<file path="config.mk">
export PLATFORM = sky130hd
export DESIGN_NAME = divider_seq
export DESIGN_NICKNAME = d
export VERILOG_FILES = /design/src/rtl/divider_seq.sv
export SDC_FILE = /design/constraint.sdc
export NUM_CORES = 1
export LEC_CHECK = 0
export ABC_AREA = 1
export ABC_CLOCK_PERIOD_IN_PS = 5400
export CAP_MARGIN = 20
export CORE_UTILIZATION = 55
export DETAILED_ROUTE_END_ITERATION = 16
export PLACE_DENSITY = 0.85
export SETUP_SLACK_MARGIN = 0.1
export SLEW_MARGIN = 10
export SYNTH_ARGS = -nofsm -noshare
export SYNTH_HDL_FRONTEND = slang
export SYNTH_SLANG_ARGS = --single-unit
</file>
<file path="constraint.sdc">
create_clock -name clk -period 5.4 [get_ports clk]
set_clock_uncertainty 0.05 [all_clocks]
set_input_delay 1.08 -clock clk [delete_from_list [all_inputs] [get_ports clk]]
set_output_delay 1.08 -clock clk [all_outputs]
set_load 0.1 [all_outputs]
</file>
<file path="src/rtl/divider_seq.sv">
// divider_seq: restoring shift-subtract divider, one quotient bit per clock.
// Define DIVSEQ_SIGNED_EN to add the signed_op port and a sign fix-up cycle.
module divider_seq #(
   parameter int N = 32
) (
   input  logic         clk,
   input  logic         rst_n,
   input  logic         start,
   input  logic [N-1:0] dividend,
   input  logic [N-1:0] divisor,
`ifdef DIVSEQ_SIGNED_EN
   input  logic         signed_op,
`endif
   output logic         busy,
   output logic         done,
   output logic [N-1:0] quotient,
   output logic [N-1:0] remainder,
   output logic         div_by_zero
);

   localparam int CW = (N > 2) ? $clog2(N) : 1;

   localparam logic [2:0] IDLE = 3'd0;
   localparam logic [2:0] RUN  = 3'd1;
   localparam logic [2:0] ZERO = 3'd2;
   localparam logic [2:0] DONE = 3'd4;
`ifdef DIVSEQ_SIGNED_EN
   localparam logic [2:0] FIX  = 3'd3;
`endif

   logic [2:0]    state;
   logic [N-1:0]  r;
   logic [N-1:0]  q;
   logic [N-1:0]  b;
   logic [CW-1:0] cnt;

   logic          accept;
   logic [N:0]    sh;
   logic [N+1:0]  diff;
   logic          ge;
   logic [N-1:0]  r_nx;
   logic [N-1:0]  q_nx;
   logic [N-1:0]  a_mag;
   logic [N-1:0]  b_mag;
   logic          unused_diff;

`ifdef DIVSEQ_SIGNED_EN
   logic          sop;
   logic          neg_q;
   logic          neg_r;
   logic          a_neg;
   logic          b_neg;

   assign a_neg = signed_op & dividend[N-1];
   assign b_neg = signed_op & divisor[N-1];
   assign a_mag = a_neg ? -dividend : dividend;
   assign b_mag = b_neg ? -divisor : divisor;
`else
   assign a_mag = dividend;
   assign b_mag = divisor;
`endif

   assign accept = start & ((state == IDLE) | (state == DONE));

   // R stays below the divisor, so after a successful subtract diff[N] is 0
   always_comb begin
      sh   = {r, q[N-1]};
      diff = {1'b0, sh} - {2'b00, b};
      ge   = ~diff[N+1];
      r_nx = ge ? diff[N-1:0] : sh[N-1:0];
      q_nx = {q[N-2:0], ge};
   end

   assign unused_diff = diff[N];

   always_ff @(posedge clk or negedge rst_n) begin
      if (!rst_n) begin
         state       <= IDLE;
         busy        <= 1'b0;
         done        <= 1'b0;
         quotient    <= '0;
         remainder   <= '0;
         div_by_zero <= 1'b0;
         r           <= '0;
         q           <= '0;
         b           <= '0;
         cnt         <= '0;
`ifdef DIVSEQ_SIGNED_EN
         sop         <= 1'b0;
         neg_q       <= 1'b0;
         neg_r       <= 1'b0;
`endif
      end else begin
         done <= 1'b0;
         if (accept) begin
            r <= '0;
`ifdef DIVSEQ_SIGNED_EN
            sop   <= signed_op;
            neg_q <= a_neg ^ b_neg;
            neg_r <= a_neg;
`endif
            if (divisor == '0) begin
               state <= ZERO;
               q     <= dividend;
               b     <= '0;
            end else begin
               state <= RUN;
               busy  <= 1'b1;
               q     <= a_mag;
               b     <= b_mag;
               cnt   <= CW'(N - 1);
            end
         end else begin
            unique case (state)
               RUN: begin
                  r   <= r_nx;
                  q   <= q_nx;
                  cnt <= cnt - 1'b1;
                  if (cnt == '0) begin
`ifdef DIVSEQ_SIGNED_EN
                     if (sop) begin
                        state <= FIX;
                     end else begin
                        state       <= DONE;
                        busy        <= 1'b0;
                        done        <= 1'b1;
                        quotient    <= q_nx;
                        remainder   <= r_nx;
                        div_by_zero <= 1'b0;
                     end
`else
                     state       <= DONE;
                     busy        <= 1'b0;
                     done        <= 1'b1;
                     quotient    <= q_nx;
                     remainder   <= r_nx;
                     div_by_zero <= 1'b0;
`endif
                  end
               end
`ifdef DIVSEQ_SIGNED_EN
               FIX: begin
                  state       <= DONE;
                  busy        <= 1'b0;
                  done        <= 1'b1;
                  quotient    <= neg_q ? -q : q;
                  remainder   <= neg_r ? -r : r;
                  div_by_zero <= 1'b0;
               end
`endif
               // q holds the raw dividend here, passed through unmodified
               ZERO: begin
                  state       <= DONE;
                  done        <= 1'b1;
                  quotient    <= '1;
                  remainder   <= q;
                  div_by_zero <= 1'b1;
               end
               DONE:    state <= IDLE;
               IDLE:    state <= IDLE;
               default: state <= IDLE;
            endcase
         end
      end
   end

endmodule

</file>
==> insert_results.sql <==
INSERT INTO impl_metrics (metric_group, metric, value, unit) VALUES
('worst_setup_path', 'delay_of_the_slowest_cell_on_the_worst_path', '1.16', 'ns'),
('detailed_routing', 'detail_route.iter0.violations', '834', ''),
('flow_run', 'cap_violations', '0', ''),
('detailed_routing', 'first_pass_iters', '5', ''),
('detailed_routing', 'drcViolationCount', '0', ''),
('detailed_routing', 'wirelength', '27080', 'um'),
('placed_design', 'placement.io_buffers', '133', ''),
('finish', 'diodes', '0', ''),
('logic_synthesis', 'synth_async_sr_flop_share', '100.0', '%'),
('logic_synthesis', 'yosysWarnings', '0', ''),
('timing', 'post-route-period-util', '58.30', '%'),
('die', 'die_h', '136.4', 'um'),
('placed_design', 'detailedPlacementHpwl', '19410', 'um'),
('clocking', 'cts-buffers-inserted', '17', ''),
('finish', 'mostFrequentLayoutCell', 'nand2_1', ''),
('detailed_routing', 'route.vias.total', '9457', ''),
('die', 'fp.dieW', '136.4', 'um'),
('clocking', 'cts_resized', '0', ''),
('timing', 'rsz_0062_raised_after_global_routing', 'false', ''),
('finish', 'layout_common_cells', 'nand2_1 (517), inv_1 (196), dfrtp_1 (171), clkdlybuf4s50_1 (132), nand3_1 (94)', ''),
('global_routing', 'grt_antenna_before_repair', '0', ''),
('clocking', 'clkLatencyLatePin', '0.45', 'ns'),
('worst_setup_path', 'cp.required', '4.27', 'ns'),
('placed_design', 'gp_congestion', '0.9352', ''),
('worst_setup_path', 'reg2reg_setup_slack', '2.27', 'ns'),
('outcome', 'run_status', 'complete, no violations', ''),
('die', 'dieArea', '18610', 'sq um'),
('die', 'top_level_ports', '134', ''),
('clocking', 'cts_tree', 'yes', ''),
('worst_setup_path', 'r2r_end', 'remainder[20]', ''),
('worst_setup_path', 'delay_heaviest_family_cp', 'buffers and inverters', ''),
('detailed_routing', 'via_density', '5.448', ''),
('logic_synthesis', 'ys_seq_area_share', '43.06', '%'),
('clocking', 'hold_bufs_inserted_after_cts', '0', ''),
('timing', 'finalSetupViolCount', '0', ''),
('worst_setup_path', 'critical_path_class', 'reg -> out', ''),
('global_routing', 'globalRouteOverflowTotal', '0', ''),
('clocking', 'post_cts.repair.setup_buffers', '0', ''),
('finish', 'final.fill_count', '1447', ''),
('logic_synthesis', 'synth_top_flop_cell', 'dfrtp_1', ''),
('worst_setup_path', 'worst_setup_path_start_kind', 'register', ''),
('clocking', 'cts.clk_slew.worst_paths', '0.07', 'ns'),
('clocking', 'tritoncts_num_sinks', '171', ''),
('logic_synthesis', 'synth_enable_flop_cells', '0', ''),
('finish', 'syn_to_final_growth', '20.46', '%'),
('timing', 'slew_viol_final', '0', ''),
('clocking', 'cts-htree-levels', '4', ''),
('timing', 'timing_worst_slew_pin_value', '1.009', 'ns'),
('logic_synthesis', 'number_of_synthesized_register_bits', '171', ''),
('timing', 'slew-limit-headroom', '32.69', '%'),
('worst_setup_path', 'r2r-start', 'r[23]', ''),
('global_routing', 'grt_max_degree', '98', ''),
('worst_setup_path', 'critPathMaxFanout', '2', ''),
('finish', 'nNetsFinal', '1600', ''),
('worst_setup_path', 'timing.critical_path.buf_inv', '1', ''),
('global_routing', 'grt_pass1_wl', '43970', 'um'),
('global_routing', 'grt.total_usage', '30.80', '%'),
('global_routing', 'first_global_vias', '8941', ''),
('logic_synthesis', 'synth_cell_type_count', '38', ''),
('worst_hold_path', 'min-delay-start', 'remainder[4]', ''),
('finish', 'final_layout_size_suffix_gt1_share', '4.103', '%'),
('worst_hold_path', 'hold_class', 'reg -> reg', ''),
('clocking', 'clock-root-buffer', 'clkbuf_16', ''),
('die', 'core_region_area', '17480', 'sq um'),
('worst_setup_path', 'cp_cell_sequence', 'clkdlybuf4s50_1', ''),
('timing', 'fmax', '317.6', 'MHz'),
('worst_setup_path', 'ff2ff_path_depth', '13', ''),
('logic_synthesis', 'mappedNetlistArea', '9938', 'sq um'),
('detailed_routing', 'drtAntennaViolNets', '0', ''),
('worst_hold_path', 'holdPathEnd', 'remainder[4]', ''),
('worst_setup_path', 'crit_slowest_cell', 'clkdlybuf4s50_1', '');
-- state kept, by name, summed over array words and instances, names as in the netlist, 3 cells and up --
name,cells
cnt,5
b,32
quotient,32
r,32
q,32
remainder,32
state,3
-- through the flow --
step	std cells	hold slack (ns)	instance area [sq um]	setup slack, ns
final	1736	0.4393	11970	2.252
after global routing	1736	0.4458	11970	2.069
after CTS	1735	0.4376	11950	2.262
after detailed placement	1703	0.4170	11390	2.056
after global placement	1703	0.4049	11390	2.155
after floorplan	1388	0.4030	9938	3.261
-- area by class of cell --
| cell class | instances | area [sq um] | area share (%) |
|---|---|---|---|
| Clock inverter | 14 | 130.1 | 1.087 |
| Tap cell | 225 | 281.5 | 2.352 |
| Sequential cell | 171 | 4279 | 35.74 |
| Multi-Input combinational cell | 964 | 4681 | 39.10 |
| Timing Repair Buffer | 142 | 1413 | 11.80 |
| Inverter | 202 | 758.2 | 6.334 |
| Clock buffer | 18 | 429.2 | 3.585 |
-- synth_stat cells (8+ instances only) --
cell	instances	share of area, %
and2_1	16	1.0
a21oi_1	82	4.1
o21ai_1	13	0.65
o221ai_1	31	2.7
dfrtp_1	171	43
buf_2	10	0.50
nand3_1	94	4.7
nor3_1	9	0.45
nand2_1	517	20
inv_1	196	7.4
nor2_1	71	2.7
xor2_1	13	1.1
nor4_1	8	0.50
clkbuf_1	32	1.2
ha_1	34	4.3
o21ai_0	40	2.0
-- layer usage --
metal	part of all wire, %	global-route usage [%]	wire length (um)
met4	2.9	11.85	780
met1	42	39.07	11430
met5	0	0	0
met3	5.8	4.773	1565
met2	49	52.65	13310
-- how the worst max path moves through the flow --
stage,start,end,slack [ns],cells after the start
floorplan,start,b[1],3.26,5
global placement,start,b[23],2.15,5
detailed placement,start,cnt[2],2.06,7
CTS,remainder[12],remainder[12],2.26,1
global route,r[26],remainder[28],2.07,13
finish,remainder[12],remainder[12],2.25,1
-- worst min-delay path: cells and delay by family (launching register included) --
kind / cells / cell delay, ns
DFF: 1 / 0.35
and+or+nand+nor: 2 / 0.12
-- logic make-up after synthesis --
logic type | count (synthesis) | share of synthesized area, %
and+or+nand+nor | 737 | 30.73
AOI/OAI and AO/OA | 175 | 10.25
DFF | 171 | 43.06
buffers and inverters | 253 | 9.984
adders and majority gates | 35 | 4.482
xor gates and xnor gates | 17 | 1.498
Power is not shown: default switching activity piles up to over one toggle a cycle in this logic, so the estimate is an artifact.
